<file path="src/rtl/grain_pkg.sv">
// grain_pkg
//   Shared definitions for the Grain-style link: core register widths, the
//   receive FSM state encoding, feedback tap positions and the keystream,
//   LFSR-feedback and NFSR-feedback functions. Both the transmit and receive
//   ends must evaluate exactly these functions to stay bit-synchronous.
package grain_pkg;

  localparam int LFSR_W = 80;
  localparam int NFSR_W = 24;

  typedef enum logic [2:0] {
    IDLE   = 3'd0,
    LOAD   = 3'd1,
    WARMUP = 3'd2,
    ACCEPT = 3'd3,
    SHIFT  = 3'd4,
    OUT    = 3'd5
  } state_e;

  // Linear LFSR feedback taps.
  localparam int FL_TAP [6] = '{0, 13, 23, 38, 51, 62};

  // Keystream bit. N0 appears twice and cancels; the term list is kept as
  // the shared definition so both ends are obviously identical.
  function automatic logic grain_z(input logic [LFSR_W-1:0] l,
                                   input logic [NFSR_W-1:0] n);
    return l[0] ^ l[3] ^ n[0] ^ n[2] ^ (l[1] & l[2]) ^ (n[1] & l[5]) ^
           (n[3] & l[7]) ^ (l[8] & l[13] & n[5]) ^ n[0];
  endfunction

  function automatic logic grain_fl(input logic [LFSR_W-1:0] l);
    logic f;
    f = 1'b0;
    for (int i = 0; i < 6; i++) f ^= l[FL_TAP[i]];
    return f;
  endfunction

  function automatic logic grain_fn(input logic [LFSR_W-1:0] l,
                                    input logic [NFSR_W-1:0] n);
    return l[0] ^ n[0] ^ n[9] ^ (n[14] & n[21]) ^ (n[3] & n[17]);
  endfunction

endpackage

</file>
<file path="src/rtl/grain_keystream_core.sv">
// grain_keystream_core
//   80-bit LFSR + 24-bit NFSR keystream generator, shared by both link ends.
//   Ports:
//     Clk, reset   clock (rising edge), asynchronous active-low reset
//     load         load seed_l/seed_n into L/N this cycle (wins over step)
//     step         advance both registers one step
//     seed_l/n     seeds
//     z            keystream bit derived from the current (pre-step) state
//     L, N         current register contents
module grain_keystream_core
  import grain_pkg::*;
(
  input  logic              Clk,
  input  logic              reset,
  input  logic              load,
  input  logic              step,
  input  logic [LFSR_W-1:0] seed_l,
  input  logic [NFSR_W-1:0] seed_n,
  output logic              z,
  output logic [LFSR_W-1:0] L,
  output logic [NFSR_W-1:0] N
);

  logic [LFSR_W-1:0] l_q, l_d;
  logic [NFSR_W-1:0] n_q, n_d;

  // NOTE: every signal assigned in always_comb gets a default first, so no
  // path leaves it unassigned and no latch is inferred.
  always_comb begin
    l_d = l_q;
    n_d = n_q;
    if (load) begin
      l_d = seed_l;
      n_d = seed_n;
    end else if (step) begin
      l_d = {grain_fl(l_q), l_q[LFSR_W-1:1]};
      n_d = {grain_fn(l_q, n_q), n_q[NFSR_W-1:1]};
    end
  end

  // NOTE: sequential state uses non-blocking assignments only, so every flop
  // samples pre-edge values regardless of statement order.
  always_ff @(posedge Clk or negedge reset) begin
    if (!reset) begin
      l_q <= '0;
      n_q <= '0;
    end else begin
      l_q <= l_d;
      n_q <= n_d;
    end
  end

  assign z = grain_z(l_q, n_q);
  assign L = l_q;
  assign N = n_q;

endmodule

</file>
<file path="src/rtl/grain_stream_decryptor.sv">
// grain_stream_decryptor
//   Receive end of the Grain link. Re-keys on start, discards WARMUP_CYCLES
//   keystream bits, then XORs each accepted ciphertext byte LSB first with
//   the keystream and presents the plaintext byte.
//   Ports:
//     Clk, reset        clock (rising edge), asynchronous active-low reset
//     start             re-key pulse, honoured in IDLE and ACCEPT only
//     seed_l, seed_n    core seeds, sampled when start is honoured
//     s_valid/s_ready/s_data   ciphertext input stream
//     m_valid/m_ready/m_data   plaintext output stream
//     busy              high in LOAD, WARMUP and SHIFT
//     keyed             high once warm-up has completed
module grain_stream_decryptor
  import grain_pkg::*;
#(
  parameter int DATA_W        = 8,
  parameter int WARMUP_CYCLES = 160
) (
  input  logic              Clk,
  input  logic              reset,
  input  logic              start,
  input  logic [LFSR_W-1:0] seed_l,
  input  logic [NFSR_W-1:0] seed_n,
  input  logic              s_valid,
  output logic              s_ready,
  input  logic [DATA_W-1:0] s_data,
  output logic              m_valid,
  input  logic              m_ready,
  output logic [DATA_W-1:0] m_data,
  output logic              busy,
  output logic              keyed
);

  localparam int WCNT_W = (WARMUP_CYCLES > 0) ? $clog2(WARMUP_CYCLES + 1) : 1;
  localparam int BCNT_W = (DATA_W > 1) ? $clog2(DATA_W) : 1;
  localparam logic [WCNT_W-1:0] WCNT_LAST =
    WCNT_W'((WARMUP_CYCLES > 0) ? WARMUP_CYCLES - 1 : 0);
  localparam logic [BCNT_W-1:0] BCNT_LAST = BCNT_W'(DATA_W - 1);

  state_e            state_q, state_d;
  logic [WCNT_W-1:0] wcnt_q, wcnt_d;
  logic [BCNT_W-1:0] bcnt_q, bcnt_d;
  logic [DATA_W-1:0] data_q, data_d;
  logic              keyed_q, keyed_d;

  logic              start_ok;
  logic              core_step;
  logic              z;
  logic [LFSR_W-1:0] unused_l;
  logic [NFSR_W-1:0] unused_n;

  // The seeds go straight into the core on the honoured start cycle; LOAD is
  // then a hold cycle that clears the counter, giving the same keystream as
  // loading in LOAD while sampling the seed ports when start is accepted.
  assign start_ok  = start && (state_q == IDLE || state_q == ACCEPT);
  assign core_step = (state_q == WARMUP) || (state_q == SHIFT);

  grain_keystream_core u_core (
    .Clk    (Clk),
    .reset  (reset),
    .load   (start_ok),
    .step   (core_step),
    .seed_l (seed_l),
    .seed_n (seed_n),
    .z      (z),
    .L      (unused_l),
    .N      (unused_n)
  );

  always_comb begin
    state_d = state_q;
    wcnt_d  = wcnt_q;
    bcnt_d  = bcnt_q;
    data_d  = data_q;
    keyed_d = keyed_q;
    case (state_q)
      IDLE: begin
        if (start) begin
          keyed_d = 1'b0;
          state_d = LOAD;
        end
      end
      LOAD: begin
        wcnt_d = '0;
        if (WARMUP_CYCLES == 0) begin
          keyed_d = 1'b1;
          state_d = ACCEPT;
        end else begin
          state_d = WARMUP;
        end
      end
      WARMUP: begin
        if (wcnt_q == WCNT_LAST) begin
          keyed_d = 1'b1;
          state_d = ACCEPT;
        end else begin
          wcnt_d = wcnt_q + 1'b1;
        end
      end
      ACCEPT: begin
        // A re-key wins over a byte offered in the same cycle.
        if (start) begin
          keyed_d = 1'b0;
          state_d = LOAD;
        end else if (s_valid) begin
          data_d  = s_data;
          bcnt_d  = '0;
          state_d = SHIFT;
        end
      end
      SHIFT: begin
        // Decrypt the LSB and rotate it in at the top; after DATA_W steps
        // the register holds the plaintext in the original bit order.
        data_d = {data_q[0] ^ z, data_q[DATA_W-1:1]};
        if (bcnt_q == BCNT_LAST) state_d = OUT;
        else                     bcnt_d  = bcnt_q + 1'b1;
      end
      OUT: begin
        if (m_ready) state_d = ACCEPT;
      end
      default: state_d = IDLE;
    endcase
  end

  always_ff @(posedge Clk or negedge reset) begin
    if (!reset) begin
      state_q <= IDLE;
      wcnt_q  <= '0;
      bcnt_q  <= '0;
      data_q  <= '0;
      keyed_q <= 1'b0;
    end else begin
      state_q <= state_d;
      wcnt_q  <= wcnt_d;
      bcnt_q  <= bcnt_d;
      data_q  <= data_d;
      keyed_q <= keyed_d;
    end
  end

  // Outputs decode registered state only; nothing passes m_ready through.
  assign s_ready = (state_q == ACCEPT);
  assign m_valid = (state_q == OUT);
  assign busy    = (state_q == LOAD) || (state_q == WARMUP) || (state_q == SHIFT);
  assign keyed   = keyed_q;
  assign m_data  = data_q;

endmodule

</file>
<file path="config.mk">
export PLATFORM = sky130hd
export DESIGN_NAME = grain_stream_decryptor
export DESIGN_NICKNAME = d
export VERILOG_FILES = /design/src/rtl/grain_pkg.sv /design/src/rtl/grain_keystream_core.sv /design/src/rtl/grain_stream_decryptor.sv
export SDC_FILE = /design/constraint.sdc
export NUM_CORES = 1
export LEC_CHECK = 0
export BUFFER_PORTS_ARGS = -buffer_cell sky130_fd_sc_hd__clkbuf_2
export CAP_MARGIN = 20
export CORE_AREA = 2 2 102 203
export CTS_CLUSTER_SIZE = 40
export DETAILED_ROUTE_END_ITERATION = 12
export DIE_AREA = 0 0 104 205
export REMOVE_ABC_BUFFERS = 1
export SETUP_SLACK_MARGIN = 0.02
export SLEW_MARGIN = 10
export SYNTH_ARGS = -nofsm -noshare
export SYNTH_HDL_FRONTEND = slang
export SYNTH_SLANG_ARGS = --single-unit
</file>
<file path="constraint.sdc">
create_clock -name Clk -period 3 [get_ports Clk]
set_clock_uncertainty 0.15 [all_clocks]
set_input_delay 0.45 -clock Clk [delete_from_list [all_inputs] [get_ports Clk]]
set_output_delay 0.45 -clock Clk [all_outputs]
set_load 0.005 [all_outputs]
</file>
==> run metrics, run 1 <==
final hold vios 0; Power per Cell Area 730.1 nW/um^2; Post-DP HPWL 10.27 mm; path category of the worst min-delay check in -> reg; crit path time final 2439 ps; CTS root buffer clkbuf_16; post-cts resize count 0; average wire per standard cell 15.28 microns; Synth Area per Inst 9.785 sq um; # port buffers 128; flops & latches, synth 127; Final ANT Viol Nets 0; fin crit share 81.29%; initial core utilization 29.56%; pin count of the biggest net entering global routing 127; required time of the worst setup path 2400 ps; cell area after synthesis 5832 sq um; # clock sinks 127; initial antenna violation count 1; Slew @ Worst Pin 869.7 ps; WL final 15.16 mm; Die Span Y 205 microns; H-tree Lvls 4; Filler cells 2,083; Yosys top cell by area dfrtp_1; Setup Viol. Count Final 0; number of global-route vias before repair 4,919; VDD IR max 0.3513 mV; Worst Path Arrival 1840 ps; Worst slew margin 42.02%; post-synth top area share 54.49%; asr flop ratio synth 100.0%; total power 5.327 mW; Warnings, synthesis 0; synth-to-layout area growth 25.10%; top_reg_cell synth dfrtp_1; post-CTS setup buffer count 0; RD Place Congestion 0.7728; cells after synthesis 596; Die X 104 microns; Slew Limit Fails 0; Via density 4.723; status finished, final reports clean; Max Root-Sink Buffers 2; Hold-fix buffers, CTS 1; # rows 73; Synth cell types 38; Hold Worst Slack 88.22 ps; Lkg Pwr 3.307 nW; Max FO, Critical Path 11; Vias 4,685; Post-synth EDFFs 0; Iter 0 DRT Violations 168; first-pass GRT wire length 25.02 mm; clock tree from TritonCTS built; largest cells by area after synthesis dfrtp_1 54%, nand2_1 13%, a22oi_1 11%; Layout Nets 836; clock latency at the later pin of the worst-skew pair 420 ps; DRC viols 0; DR pass1 iterations 4; core area 19,730 sq um; die area 21,320 sq um; CP Launch Type register; GRT Util Overall 14.97%; clock-pin slew on the worst setup and hold paths 60 ps; Setup CP Type reg -> out; RSZ-0062 raised after global routing false; I/O pin count 129; TritonCTS Buffers 17; Max-cap violations 0; share of layout cells above drive strength 1 24.42%; type of destination of the critical path output port; post-synthesis sequential area ratio 54.49%; FMAX 410.0 MHz; grt total ovfl 0
## path summary, 6_finish.rpt
path,to,startpoint,slack (ps),cells after the start
max,busy,state_q[2],560,4
min,u_core.L[65],seed_l[65],90,3
max reg2reg,u_core.L[45],state_q[2],840,6
min reg2reg,u_core.L[44],u_core.L[44],320,2
max in group asynchronous,u_core.L[52],reset,1590,3
min in group asynchronous,bcnt_q[2],reset,410,2
## power breakdown
group / internal, mW / total, mW / switching (mW)
registers: 2.20 / 2.51 / 0.304
clock network: 1.16 / 1.96 / 0.804
logic: 0.480 / 0.856 / 0.376
total: 3.84 / 5.33 / 1.48
## critical path: stages, from the launching register on
cell      delay, ps
dfrtp_1         500
nor3b_2         220
buf_4           210
or3_1           370
clkbuf_2        120
## synthesized netlist by cell type, types with 8 or more instances
library cell  number
clkbuf_1           8
dfrtp_1          127
mux2i_1           28
xnor2_1           15
a22oi_1           83
buf_2             18
o21ai_0           18
nand2_1          205
o21ai_1           15
nor2_1            11
buf_4             12
## flip-flops by register name, indices dropped and copies added (netlist names)
name      count
bcnt_q        3
m_data        8
wcnt_q        8
state_q       3
keyed         1
u_core.N     24
u_core.L     80
## layout make-up
cell class	count	area [sq um]	area share, %
sequential	127	3178	43.56
timing repair buffer	139	769.5	10.55
clock buffer	19	442.9	6.071
antenna	1	2.502	0.03430
multi-input combinational	430	2455	33.65
inverter	1	3.754	0.05145
clock inverter	13	116.4	1.595
tap	262	327.8	4.493
## metal layers
layer,global-route usage (%),up-vias,wire [microns]
met4,6.998,0,415
met5,0,-,0
met1,16.52,2260,6007
li1,-,2303,-
met3,2.895,24,477
met2,27.44,98,8259
## per-stage QoR
step	cell area [sq um]	worst slack (ps)	utilization (%)	instances	setup TNS, ps
global route	7296	457.7	36.98	992	0
floorplan	5622	-2099	-	558	-162590
CTS	7293	531.2	36.97	991	0
finish	7296	561.2	36.98	992	0
detailed placement	6724	828.5	34.08	958	0
global placement	6724	825.9	34.08	958	0
## logic make-up (layout without fill, tap and decap cells)
logic type / after synthesis / in the layout / synth area share [%]
adders and majority gates: 3 / 3 / 0.6437
DFF: 127 / 127 / 54.49
and+or+nand+nor: 247 / 247 / 17.51
other: 0 / 1 / 0
muxes: 29 / 29 / 4.999
xor gates and xnor gates: 20 / 20 / 3.004
AOI/OAI and AO/OA: 131 / 131 / 15.68
buffers and inverters: 39 / 172 / 3.669
## layout by cell type (no fill, tap or decap), drive strengths merged, types with 2 or more instances in the layout
cell type,instances
xnor2,15
buf,11
or3,3
nand4,3
mux2i,28
nand3,5
xor2,5
a21oi,6
nand2b,4
nor2b,2
nor2,12
a22o,2
dfrtp,127
ha,3
clkinvlp,3
a22oi,83
nor3,5
clkbuf,146
inv,2
or2,2
o21ai,33
nor3b,3
clkinv,8
nand2,205
(Power assumes the default switching activity.)
==> run 2, diff against run 1 <==
==> constraint.sdc (replaced) <==
create_clock -name Clk -period 2.5 [get_ports Clk]
set_clock_uncertainty 0.15 [all_clocks]
set_input_delay 0.375 -clock Clk [delete_from_list [all_inputs] [get_ports Clk]]
set_output_delay 0.375 -clock Clk [all_outputs]
set_load 0.005 [all_outputs]
==> run metrics, run 2 (same netlist as run 1, synthesis figures left out) <==
most frequent cells in the layout 205 x nand2_1, 127 x dfrtp_1, 127 x clkbuf_2; Worst slew margin 38.52%; CTS root buffer clkbuf_16; Max FO, Critical Path 11; placed standard-cell area 6804 sq um; final hold vios 0; fin crit share 95.41%; Critical Path End busy; die area 21,320 sq um; RD Place Congestion 0.7712; grt total ovfl 0; RSZ-0062 raised after global routing false; critical path depth 4; FMAX 419.2 MHz; core area 19,730 sq um; Cell Chain, Critical Path nor3b_2 > buf_4 > or3_1 > clkbuf_2; Filler cells 2,045; # port buffers 128; Max Root-Sink Buffers 2; Hold-fix buffers, CTS 6; Post-DP HPWL 10.49 mm; H-tree Lvls 4; Slew Limit Fails 0; # clock sinks 127; synth-to-layout area growth 27.78%; PnR worst setup slack 114.7 ps; DRC viols 0; Final ANT Viol Nets 0; # diodes 0; Die Span Y 205 microns; type of destination of the critical path output port; CP Launch Type register; initial antenna violation count 0; VDD IR max 0.3968 mV; GRT Util Overall 14.77%; status finished, final reports clean; clock-pin slew on the worst setup and hold paths 60 ps; clock latency at the later pin of the worst-skew pair 420 ps; Lkg Pwr 3.373 nW; post-CTS setup buffer count 0; Power per Cell Area 880.3 nW/um^2; Worst Path Arrival 1860 ps; Setup WS pre-CTS 332.1 ps; post-route cell area 7452 sq um; crit path time final 2385 ps; FF-to-FF path depth 4; WL final 15.27 mm; Worst path top cell family by delay simple AND/OR/NAND/NOR gates; origin of the critical flop-to-flop path state_q[2]; first-pass GRT wire length 24.50 mm; CP max stage delay 510 ps; TritonCTS Buffers 17; Vias 4,737; Max-cap violations 0; Via density 4.742; total power 6.560 mW; reg-to-reg critical path endpoint m_data[1]; Min-Delay Path Depth 3; DR pass1 iterations 4; Slew @ Worst Pin 922.3 ps; average wire per standard cell 15.29 microns; Die X 104 microns; worst setup path startpoint state_q[2]; I/O pin count 129; post-cts resize count 0; path category of the worst min-delay check in -> reg; Setup Viol. Count Final 0; # rows 73; Setup CP Type reg -> out; Iter 0 DRT Violations 253; number of global-route vias before repair 4,836; share of layout cells above drive strength 1 24.42%; max reg flops 80; most common cell after layout, fill and taps aside nand2_1; pin count of the biggest net entering global routing 66; Layout Nets 845; clock tree from TritonCTS built; initial core utilization 29.56%; slowest CP cell dfrtp_1; Buf/Inv on CP 2; required time of the worst setup path 1980 ps; FF-to-FF setup slack 290 ps
## run 2: changes by cell type in the layout (fill, tap and decap cells not counted), sizes merged
cell and delta:
dlygate4sd3 +5, buf +4, clkinv -3, bufinv +2, clkbuf +1, diode -1
inv -1
## run 2: per-layer routing
metal | up-vias | part of all wire (%) | track usage (%)
met2 | 106 | 55 | 27.66
li1 | 2316 | - | -
met1 | 2297 | 39 | 15.80
met3 | 18 | 3.2 | 2.991
met4 | 0 | 2.1 | 6.708
met5 | - | 0 | 0
## run 2: how the worst min path moves through the flow
stage	from	end	slack [ps]
global route	seed_l[60]	u_core.L[60]	10
detailed placement	reset	u_core.L[6]	250
global placement	reset	u_core.L[4]	250
floorplan	reset	bcnt_q[0]	-70
CTS	seed_l[54]	u_core.L[54]	0.4
finish	seed_l[28]	u_core.L[28]	20
## run 2: cell type report
| class | count | area (sq um) | area share, % |
|---|---|---|---|
| flip-flops and latches | 127 | 3178 | 42.65 |
| multi-input cells | 430 | 2455 | 32.94 |
| repair buffers | 148 | 899.6 | 12.07 |
| clock buffers | 20 | 446.7 | 5.994 |
| well taps | 262 | 327.8 | 4.399 |
| clock inverters | 11 | 141.4 | 1.897 |
| inverters | 1 | 3.754 | 0.05037 |
## run 2: worst min-delay path, stage by stage
cell      delay (ps)
clkbuf_2          70
nand2_1           40
o21ai_1           60
## run 2: stage by stage
step / util [%] / setup TNS [ps] / std cells / hold WS [ps]
global placement: 34.49 / 0 / 962 / 247.1
global route: 37.77 / 0 / 999 / 13.64
CTS: 37.77 / 0 / 999 / 0.3721
floorplan: - / -211480 / 558 / -70.59
finish: 37.77 / 0 / 999 / 17.88
detailed placement: 34.49 / 0 / 962 / 245.0
## run 2: power by group
| group | internal (mW) | leakage (nW) | switching [mW] |
|---|---|---|---|
| registers | 2.64 | 1.54 | 0.373 |
| logic | 0.584 | 1.55 | 0.449 |
| clock network | 1.58 | 0.282 | 0.929 |
==> run 3, diff against run 2 <==
--- a/config.mk
+++ b/config.mk
@@ -5,12 +5,12 @@
 export SDC_FILE = /design/constraint.sdc
 export NUM_CORES = 1
 export LEC_CHECK = 0
-export BUFFER_PORTS_ARGS = -buffer_cell sky130_fd_sc_hd__clkbuf_2
 export CAP_MARGIN = 20
 export CORE_AREA = 2 2 102 203
 export CTS_CLUSTER_SIZE = 40
 export DETAILED_ROUTE_END_ITERATION = 12
 export DIE_AREA = 0 0 104 205
+export DONT_BUFFER_PORTS = 1
 export REMOVE_ABC_BUFFERS = 1
 export SETUP_SLACK_MARGIN = 0.02
 export SLEW_MARGIN = 10
==> run metrics, run 3 (same netlist as run 1, synthesis figures left out) <==
post-route cell area 7819 sq um; DR pass1 iterations 7; FF-to-FF path depth 5; WL final 15.72 mm; core area 19,730 sq um; slowest CP cell buf_4; average wire per standard cell 16.14 microns; Slew @ Worst Pin 1008 ps; GRT Util Overall 15.05%; most frequent cells in the layout 205 x nand2_1, 127 x dfrtp_1, 108 x dlygate4sd3_1; path category of the worst min-delay check in -> async; Max Root-Sink Buffers 2; Layout Nets 819; Die X 104 microns; CP Launch Type register; initial antenna violation count 0; Final ANT Viol Nets 0; die area 21,320 sq um; synth-to-layout area growth 34.07%; Setup WS pre-CTS 31.99 ps; Lkg Pwr 3.270 nW; CTS root buffer clkbuf_16; Vias 4,715; Max-cap violations 0; critical path depth 5; clock-pin slew on the worst setup and hold paths 60 ps; Max FO, Critical Path 82; Filler cells 1,942; H-tree Lvls 4; total power 6.751 mW; Setup Viol. Count Final 0; Fin Setup TNS 0 ps; Post-DP HPWL 9.739 mm; pin count of the biggest net entering global routing 128; share of layout cells above drive strength 1 7.584%; I/O pin count 129; Slew Limit Fails 0; Die Span Y 205 microns; number of global-route vias before repair 5,076; type of destination of the critical path register; RSZ-0062 raised after global routing false; placed standard-cell area 6092 sq um; Setup CP Type reg -> reg; FMAX 442.7 MHz; # diodes 0; DRC viols 0; TritonCTS Buffers 17; initial core utilization 29.56%; Via density 4.841; fin cells 974; PnR worst setup slack 241.4 ps; Post-Route Utilization 39.63%; clock tree from TritonCTS built; crit path time final 2259 ps; CP max stage delay 730 ps; Worst Path Arrival 2460 ps; Hold Worst Slack -490.3 ps; # rows 73; first-pass GRT wire length 25.54 mm; Iter 0 DRT Violations 266; grt total ovfl 0; clock latency at the later pin of the worst-skew pair 410 ps; Worst path top cell family by delay buffers and inverters; dpl cells 832; max reg flops 80; fin crit share 90.34%; post-cts resize count 0; # clock sinks 127; final hold vios 127; Power per Cell Area 863.5 nW/um^2; Buf/Inv on CP 1; post-CTS setup buffer count 0; Worst slew margin 32.74%; Cell Chain, Critical Path nor3b_4 > or2_4 > buf_4 > a22oi_1 > nand2_1; # port buffers 0; most common cell after layout, fill and taps aside nand2_1; RD Place Congestion 0.8113; status finished with violations; required time of the worst setup path 2700 ps; failing checks hold timing; VDD IR max 0.5291 mV
run 3: changes by cell type in the layout (fill, tap and decap cells not counted):
cell	change
buf_4	+3
buf_12	-4
clkinv_2	+1
clkbuf_2	-127
bufinv_16	+1
clkbuf_1	-1
nor2_2	+1
buf_6	-1
clkinvlp_4	-2
clkbuf_8	+2
dlygate4sd3_1	+102
run 3: what timing repair did:
item	in CTS	in global routing
endpoints found under the hold margin	233	128
setup endpoints to repair	14	46
hold buffers	107	1
pin swaps	1	1
cloned	0	1
run 3: cell type report:
class | count | area, sq um | area share, %
Sequential cell | 127 | 3178 | 40.65
Timing Repair Buffer | 121 | 1216 | 15.55
Clock inverter | 11 | 161.4 | 2.064
Tap cell | 262 | 327.8 | 4.193
Multi-Input combinational cell | 431 | 2461 | 31.48
Clock buffer | 21 | 470.5 | 6.017
Inverter | 1 | 3.754 | 0.04801
run 3: worst paths after layout:
path / start / to / slack (ps)
max in group asynchronous: reset / u_core.L[27] / 2430
hold / removal: reset / u_core.L[6] / -490
setup reg to reg: state_q[1] / u_core.N[7] / 240
setup / recovery: state_q[1] / u_core.N[7] / 240
min in group Clk: s_data[6] / m_data[6] / 10
hold reg to reg: u_core.L[19] / u_core.L[19] / 320
run 3: power by group:
part / internal (mW) / total [mW] / switching (mW) / leakage, nW
Sequential: 2.64 / 3.03 / 0.389 / 1.54
Combinational: 0.616 / 1.03 / 0.414 / 1.42
Clock: 1.74 / 2.69 / 0.947 / 0.313
run 3: layer usage:
layer / GRT usage (%) / wire length (microns) / part of all wire [%] / vias to the layer above
met5: 0 / 0 / 0 / -
met4: 6.612 / 306 / 1.9 / 0
met3: 2.736 / 463 / 2.9 / 15
met2: 27.70 / 8625 / 55 / 113
met1: 16.79 / 6326 / 40 / 2318
li1: - / - / - / 2269
